<file path="src/rtl/memory_8x32_pkg.sv">
// Shared types and constants for the memory_8x32 arbiter slice.
// Geometry of the 8x32 SRAM plus an index-width helper.
package memory_8x32_pkg;

    localparam int MEM_ADDR_W = 3;
    localparam int MEM_DATA_W = 32;
    localparam int MEM_DEPTH  = 8;

    typedef logic [MEM_ADDR_W-1:0] mem_addr_t;
    typedef logic [MEM_DATA_W-1:0] mem_data_t;

    function automatic int idx_w(input int n);
        return (n > 1) ? $clog2(n) : 1;
    endfunction

endpackage

</file>
<file path="src/rtl/memory_8x32_arbiter_rr.sv">
// Round-robin arbiter: one-hot grant starting the search at rr_ptr.
// rr_ptr moves to the slot after the winner; holds when idle.
module rr_arbiter
    import memory_8x32_pkg::*;
#(
    parameter int N = 2,
    localparam int IW = idx_w(N)
) (
    input  logic          clk,
    input  logic          reset,
    input  logic [N-1:0]  req,
    output logic [N-1:0]  grant,
    output logic [IW-1:0] grant_idx
);

    localparam int SW = IW + 1;

    logic [IW-1:0] rr_ptr;
    logic [SW-1:0] sum;
    logic [IW-1:0] pos;
    logic          found;

    always_comb begin
        grant     = '0;
        grant_idx = '0;
        found     = 1'b0;
        sum       = '0;
        pos       = '0;
        for (int i = 0; i < N; i++) begin
            sum = {1'b0, rr_ptr} + SW'(i);
            if (sum >= SW'(N)) sum = sum - SW'(N);
            pos = sum[IW-1:0];
            // Grants are masked while reset is held.
            if (!found && req[pos] && !reset) begin
                found      = 1'b1;
                grant[pos] = 1'b1;
                grant_idx  = pos;
            end
        end
    end

    always_ff @(posedge clk or posedge reset) begin
        if (reset) begin
            rr_ptr <= '0;
        end else if (|grant) begin
            rr_ptr <= (grant_idx == IW'(N-1)) ? '0 : grant_idx + 1'b1;
        end
    end

endmodule

</file>
<file path="src/rtl/memory_8x32_arbiter.sv">
// Round-robin front end for a single-ported memory_8x32 SRAM.
// Muxes the winner onto the SRAM, tags reads, counts grants.
module memory_8x32_arbiter
    import memory_8x32_pkg::*;
#(
    parameter int N_REQ = 2,
    parameter int CNT_W = 16,
    localparam int IW = idx_w(N_REQ)
) (
    input  logic                    clk,
    input  logic                    reset,
    input  logic [N_REQ-1:0]        req_valid,
    output logic [N_REQ-1:0]        req_ready,
    input  logic [N_REQ-1:0]        req_we,
    input  logic [N_REQ*3-1:0]      req_addr,
    input  logic [N_REQ*32-1:0]     req_wdata,
    output logic [N_REQ-1:0]        rsp_valid,
    output logic [31:0]             rsp_rdata,
    output logic [2:0]              mem_address,
    output logic                    mem_write_enable,
    output logic [31:0]             mem_write_data,
    input  logic [31:0]             mem_read_data,
    input  logic                    stats_clear,
    output logic [N_REQ*CNT_W-1:0]  grant_count
);

    localparam logic [CNT_W-1:0] CNT_MAX = {CNT_W{1'b1}};

    logic [N_REQ-1:0] grant;
    logic [IW-1:0]    grant_idx;
    logic             grant_any;
    logic             rd_pending_q;
    logic [IW-1:0]    tag_q;
    logic [CNT_W-1:0] cnt_q [N_REQ];

    rr_arbiter #(.N(N_REQ)) u_rr (
        .clk       (clk),
        .reset     (reset),
        .req       (req_valid),
        .grant     (grant),
        .grant_idx (grant_idx)
    );

    assign req_ready = grant;
    assign grant_any = |grant;
    assign rsp_rdata = mem_read_data;

    // Idle cycles drive a harmless dummy read of address 0.
    always_comb begin
        mem_address      = '0;
        mem_write_data   = '0;
        mem_write_enable = 1'b0;
        for (int k = 0; k < N_REQ; k++) begin
            if (grant[k]) begin
                mem_address      = req_addr[k*MEM_ADDR_W +: MEM_ADDR_W];
                mem_write_data   = req_wdata[k*MEM_DATA_W +: MEM_DATA_W];
                mem_write_enable = req_we[k];
            end
        end
    end

    always_ff @(posedge clk or posedge reset) begin
        if (reset) begin
            rd_pending_q <= 1'b0;
            tag_q        <= '0;
        end else begin
            rd_pending_q <= grant_any & ~mem_write_enable;
            if (grant_any) tag_q <= grant_idx;
        end
    end

    always_comb begin
        rsp_valid = '0;
        for (int j = 0; j < N_REQ; j++) begin
            rsp_valid[j] = rd_pending_q && (tag_q == IW'(j));
        end
    end

    always_ff @(posedge clk or posedge reset) begin
        if (reset) begin
            for (int k = 0; k < N_REQ; k++) cnt_q[k] <= '0;
        end else begin
            for (int k = 0; k < N_REQ; k++) begin
                if (stats_clear) begin
                    cnt_q[k] <= '0;
                end else if (grant[k] && cnt_q[k] != CNT_MAX) begin
                    cnt_q[k] <= cnt_q[k] + 1'b1;
                end
            end
        end
    end

    for (genvar k = 0; k < N_REQ; k++) begin : g_cnt
        assign grant_count[k*CNT_W +: CNT_W] = cnt_q[k];
    end

endmodule

</file>
<file path="config.mk">
export PLATFORM = sky130hd
export DESIGN_NAME = memory_8x32_arbiter
export DESIGN_NICKNAME = d
export VERILOG_FILES = /design/src/rtl/memory_8x32_pkg.sv /design/src/rtl/memory_8x32_arbiter_rr.sv /design/src/rtl/memory_8x32_arbiter.sv
export SDC_FILE = /design/constraint.sdc
export NUM_CORES = 1
export LEC_CHECK = 0
export CAP_MARGIN = 10
export CORE_ASPECT_RATIO = 1.1
export CORE_MARGIN = 10
export CORE_UTILIZATION = 34
export CTS_BUF_LIST = sky130_fd_sc_hd__clkbuf_4
export DETAILED_ROUTE_END_ITERATION = 8
export PLACE_DENSITY = 0.83
export SLEW_MARGIN = 40
export SYNTH_ARGS = -nofsm -noshare
export SYNTH_HDL_FRONTEND = slang
export SYNTH_SLANG_ARGS = --single-unit
</file>
<file path="constraint.sdc">
create_clock -name clk -period 1.9 [get_ports clk]
set_input_delay 0.285 -clock clk [delete_from_list [all_inputs] [get_ports clk]]
set_output_delay 0.285 -clock clk [all_outputs]
set_load 0.005 [all_outputs]
</file>
==> results.md, run 1 <==
- Critical Path AT: ~1800 ps
- Status: finished, violations left
- Simple-gate share of the synthesized area: 0.246
- I/O pin cnt: ~210
- Clock share of power: 0.228
- Core Area: roughly 0.0075 mm^2
- H-tree Lvls: 2
- Leak: 1.86 nW
- YS warnings: 0
- R2R depth: 5
- Tot GR Track Use: 0.179
- Number of global-route vias before repair: around 2.8k
- Buffers on Ports: between 100 and 150
- Clk sinks: 35
- Area leader, netlist: dfrtp_1
- Most frequent cells after synthesis: 36 x a22o_1, 35 x dfrtp_1, 32 x buf_4
- Complex-gate fraction of the synthesized area: 0.233
- Largest net degree at the start of global routing: 40
- CP endpoint kind: primary output
- Die width: 104 um
- PD cells: around 400 mW/mm^2
- Final Critical Period: 2030 ps
- CTS root buffer: clkbuf_4
- Detailed-route via count: roughly 2.9k
- Actual slew at the worst max-slew pin: between 400 and 500 ps
- Final nets: 544
- Setup WS post-layout: -133 ps
- Die area: ~0.012 mm^2
- Startpoint types: flip-flop
- CTS max path bufs: 2
- Crit-path max FO: 7
- DRT iter0 DRCs: 158
- Maximum clock frequency: between 0.4 and 0.5 GHz
- Num CTS Buffers: 5
- Critical path class: reg2out
- Synth Instances: between 200 and 300
- Post-synthesis mux area share: 0.0460
- Cell area after layout: between 0.004 and 0.005 mm^2
- CP required: ~1600 ps
- First-pass GRT wire length: approximately 17 mm
- EDFF count, synth: 0
- Yosys top cell area share: 0.332
- Via/cell ratio: between 5 and 6
- Netlist Area Pre-Place: around 0.0026 mm^2
- Yosys reg bits: 35
- Area delta synth->final: 63.0%
- Core Rows: 33
- DRC Markers: 0
- Hold Vio Cnt, Final: 0
- Ratio of final minimum period to clock period: 1.07
- Max-cap viol count: 0
- Skew final: ~12 ps
- Largest family of logic cells by synthesized area: simple AND/OR/NAND/NOR gates
- Worst slack, placed: -491 ps
- Dpl hpwl: 8.41 mm
- Final WL: 11.3 mm
- Clock transition at path regs: between 100 and 150 ps
- Worst slew margin: 0.700
- Starting Density: 0.351
- Gpl congestion: roughly 0.84
- Xor and xnor area share after synthesis: 0
- Max Slew Vio Count: 0
- Share of cells above drive strength 1: 0.252
- Antenna violations before repair: 0
- Switching Fraction: 0.282
- Setup-failing EPs final: 36
- Number of diodes: 0
- VDD IR max: 0.306 mV
- Post-Synth Adder-Cell Area: 0.00949
- Power, Total: 0.00172 W
- Routed len/inst: about 21 um
- Fraction of registers with async set/reset: 1.00
- Logic pwr share: 0.328
- Die H: around 110 um
- Avg Inst Size Synth: 9.22 um^2
- Sequential share of power: 0.444
- Unrepaired setup endpoints after global routing: yes
- Most area-consuming cells after synthesis: dfrtp_1 33%, a22o_1 12%, buf_4 9.1%
- Skew-Pair Late Insertion Delay: ~350 ps
- NetSw: just under 0.0005 W
- Placed cell area: 0.00414 mm^2
- Synth cell types: 47
- Total nets after synthesis: ~400
- Internal power: roughly 0.0012 W
- CTS tree: yes
- Number of detailed-route iterations in the first pass: 4
- Final core area utilization: 0.572
- Worst min-delay path class: in2async
- Post-synthesis sequential area ratio: 0.332
- Grt total ovfl: 0
- Top-count cell post-synth: a22o_1
- Hold-fix buffers, CTS: 0
- DRT antenna net count: 0
- Synth Flop Type: dfrtp_1
- Failing checks: setup timing
-- metal layers --
metal  GRT usage  share of wire  vias up
li1            -              -     1365
met1       0.210           0.38     1448
met2       0.324           0.55      107
met3      0.0423          0.057       21
met4      0.0381          0.013        0
met5           0              0        -
-- cell families after synthesis --
logic type / after synthesis
compound gates: 83
fa+ha+maj: 2
buf+inv: 56
flops: 35
mux: 11
simple gates: 99
-- sequential cells by signal, summed over array words and instances (netlist names) --
signal        cells
grant_count      32
rd_pending_q      1
tag_q             1
u_rr.rr_ptr       1
-- per-stage QoR --
step / hold WS, ps / std cells / TNS [ps]
final: 173 / 538 / -3950
after global routing: 202 / 538 / -7370
after CTS: 181 / 537 / -3570
after detailed placement: 492 / 515 / -18060
after global placement: 481 / 515 / -17300
after floorplan: 431 / 286 / 0
-- critical path: stages, from the launching register on --
cell,delay [ps]
dfrtp_1,390
or2b_1,250
nand2_2,150
inv_8,80
buf_12,140
a22o_1,230
buf_2,140
-- placed cells by master (no fill, tap or decap), types with 3 or more instances in the layout --
master	instances
clkdlybuf4s50_1	107
a22o_1	35
dfrtp_1	35
buf_2	35
buf_4	28
a21oi_1	17
o31ai_1	13
nand2_1	12
nor2_1	11
nor2b_1	10
nand3_1	10
or4_1	10
nor4_1	8
nand4_1	7
mux2_2	7
o21ai_0	6
inv_1	6
or3_1	5
clkbuf_4	5
dlygate4sd2_1	4
buf_12	4
buf_16	3
clkbuf_16	3
buf_6	3
-- layout make-up --
type                       instances  area [um^2]
clock buffer                       5         37.5
inverter                           8         40.0
clock inverter                     2         8.76
tap                              105          131
multi-input combinational        195         1440
fill                             700         3220
timing repair buffer             188         1770
sequential                        35          876
-- power by group through the flow --
stage | clock (W) | combinational, W | sequential [W]
final | 0.000392 | 0.000565 | 0.000764
after floorplan | 0 | 0.000210 | 0.000781
after global routing | 0.000449 | 0.000601 | 0.000767
after global placement | 0 | 0.000524 | 0.000780
after detailed placement | 0 | 0.000531 | 0.000780
after CTS | 0.000402 | 0.000560 | 0.000764
-- final timing paths --
check / start / end / slack, ps
setup / recovery: u_rr.rr_ptr / mem_write_enable / -130
hold / removal: reset / grant_count[10] / 170
setup reg to reg: grant_count[0] / grant_count[14] / 100
hold reg to reg: tag_q / tag_q / 520
max in group asynchronous: reset / grant_count[16] / 1510
min in group clk: req_valid[0] / u_rr.rr_ptr / 330
-- repair_timing --
action                                  CTS  global route
gates cloned                              3             4
setup buffers                            12             0
resized for setup                       147            24
endpoints found under the setup margin   38            41
pin swaps                                 8            28
No activity file was read; power rests on OpenSTA's default activity.
==> run 2, diff against run 1 <==
Settings changed: MAX_ROUTING_LAYER set to met4.
==> results.md, run 2 (synthesized netlist as in run 1, its figures left out) <==
- Status: finished, violations left
- Failing checks: setup timing
- Largest net degree at the start of global routing: 40 (unchanged)
- Switching Fraction: 0.282 (-0.000626)
- Num CTS Buffers: 5 (unchanged)
- Die width: 104 um (unchanged)
- Worst slew margin: 0.697 (-0.00272)
- Skew-Pair Late Insertion Delay: 350 ps (about the same)
- Worst Setup SP: u_rr.rr_ptr
- Total negative slack: -3800 ps (+150 ps)
- DRT iter0 DRCs: 126 (-20%)
- Crit-path max FO: 7 (unchanged)
- CP required: 1620 ps (about the same)
- Logic pwr share: 0.327 (about the same)
- Most common cell after layout, fill and taps aside: clkdlybuf4s50_1
- I/O pin cnt: 213 (unchanged)
- First-pass GRT wire length: 17.0 mm (+0.16%)
- Actual slew at the worst max-slew pin: 451 ps (+4.06 ps)
- Buffers on Ports: 148 (unchanged)
- DRC Markers: 0 (unchanged)
- Unrepaired setup endpoints after global routing: yes
- CTS tree: yes
- Starting Density: 0.351 (unchanged)
- Number of global-route vias before repair: 2818 (unchanged)
- Number of diodes: 0 (unchanged)
- Dpl hpwl: 8.41 mm (unchanged)
- NetSw: 0.000485 W (-0.32%)
- Setup-failing EPs final: 36 (unchanged)
- PD cells: 400 mW/mm^2 (about the same)
- Max Slew Vio Count: 0 (unchanged)
- Via/cell ratio: 5.41 (-1.1%)
- Clock share of power: 0.228 (about the same)
- Worst slack, placed: -491 ps (unchanged)
- Critical Path AT: 1750 ps (about the same)
- DRT antenna net count: 0 (unchanged)
- Worst r2r src: grant_count[0]
- Skew final: 13.6 ps (+1.26 ps)
- Final nets: 544 (unchanged)
- Final Critical Period: 2030 ps (-2.76 ps)
- CTS root buffer: clkbuf_4
- Critical path class: reg2out
- Maximum clock frequency: 0.492 GHz (+0.14%)
- Hold Vio Cnt, Final: 0 (unchanged)
- Core Rows: 33 (unchanged)
- Antenna violations before repair: 0 (unchanged)
- Leak: 1.86 nW (unchanged)
- Final WL: 11.3 mm (-0.31%)
- Area delta synth->final: 63.0% (unchanged)
- Max-cap viol count: 0 (unchanged)
- Most frequent cells in the layout: 107 x clkdlybuf4s50_1, 35 x a22o_1, 35 x dfrtp_1, 35 x buf_2, 28 x buf_4
- Startpoint types: flip-flop
- H-tree Lvls: 2 (unchanged)
- Die area: 0.0117 mm^2 (unchanged)
- Grt total ovfl: 0 (unchanged)
- Tot GR Track Use: 0.184 (+0.00560)
- CP endpoint kind: primary output
- Core Area: 0.00751 mm^2 (unchanged)
- Worst min-delay path class: in2async
- Number of detailed-route iterations in the first pass: 4 (unchanged)
- Sequential share of power: 0.445 (about the same)
- Ratio of final minimum period to clock period: 1.07 (-0.00145)
- Hold-fix buffers, CTS: 0 (unchanged)
- Power, Total: 0.00172 W (about the same)
- Detailed-route via count: 2908 (-1.1%)
- Max FFs per register: 32 (unchanged)
- Routed len/inst: 21.0 um (-0.31%)
- Clk sinks: 35 (unchanged)
- Gpl congestion: 0.850 (+1.5%)
- Clock transition at path regs: 120 ps (about the same)
- VDD IR max: 0.306 mV (about the same)
- CTS max path bufs: 2 (unchanged)
- Die H: 112 um (unchanged)
- Setup WS post-layout: -130 ps (+2.76 ps)
- Internal power: 0.00123 W (about the same)
- Share of cells above drive strength 1: 0.252 (unchanged)
run 2: cell counts in the layout (fill, tap and decap cells not counted):
Identical to the previous run, type by type.
run 2: what timing repair did:
| item | 4_1_cts | 5_1_grt |
|---|---|---|
| setup endpoints to repair | 38 | 41 |
| buffers inserted | 12 | 0 |
| resized for setup | 147 | 24 |
| pin swaps | 8 | 28 |
| gates cloned | 3 | 4 |
run 2: layer usage:
| metal | GRT usage | up-vias | share of wire | wire length (um) |
|---|---|---|---|---|
| li1 | - | 1364 | - | - |
| met2 | 0.322 | 98 | 0.54 | 6150 |
| met5 | - | - | 0 | 0 |
| met1 | 0.217 | 1425 | 0.39 | 4420 |
| met3 | 0.0332 | 21 | 0.051 | 581 |
| met4 | 0.0381 | 0 | 0.014 | 153 |
run 2: worst max-delay path: stages, from the launching register on:
cell and delay [ps]:
dfrtp_1 390, or2b_1 250, nand2_2 150, inv_8 80, buf_12 140, a22o_1 240
buf_2 140
run 2: through the flow:
| step | instances | utilization | hold slack, ps | area, um^2 |
|---|---|---|---|---|
| global placement | 515 | 0.551 | 481 | 4140 |
| global route | 538 | 0.572 | 202 | 4300 |
| CTS | 537 | 0.574 | 181 | 4310 |
| finish | 538 | 0.572 | 174 | 4300 |
| floorplan | 286 | - | 431 | 2640 |
| detailed placement | 515 | 0.551 | 492 | 4140 |
run 2: path summary, 6_finish.rpt:
| check | to | slack, ps | depth (start not counted) |
|---|---|---|---|
| max | mem_write_enable | -130 | 6 |
| min reg2reg | tag_q | 520 | 2 |
| min | grant_count[10] | 170 | 3 |
| min in group clk | u_rr.rr_ptr | 330 | 3 |
| max reg2reg | grant_count[14] | 110 | 5 |
| max in group asynchronous | grant_count[16] | 1510 | 3 |
run 2: final cells by class:
class / count / area [um^2]
Clock buffer: 5 / 37.5
Clock inverter: 2 / 8.76
Fill cell: 700 / 3220
Inverter: 8 / 40.0
Multi-Input combinational cell: 195 / 1440
Sequential cell: 35 / 876
Tap cell: 105 / 131
Timing Repair Buffer: 188 / 1770
run 2: power by group through the flow:
stage / registers, W / logic [W] / clock network (W)
after CTS: 0.000764 / 0.000560 / 0.000402
after global routing: 0.000767 / 0.000600 / 0.000450
after detailed placement: 0.000780 / 0.000531 / 0
after global placement: 0.000780 / 0.000524 / 0
final: 0.000764 / 0.000563 / 0.000392
after floorplan: 0.000781 / 0.000210 / 0
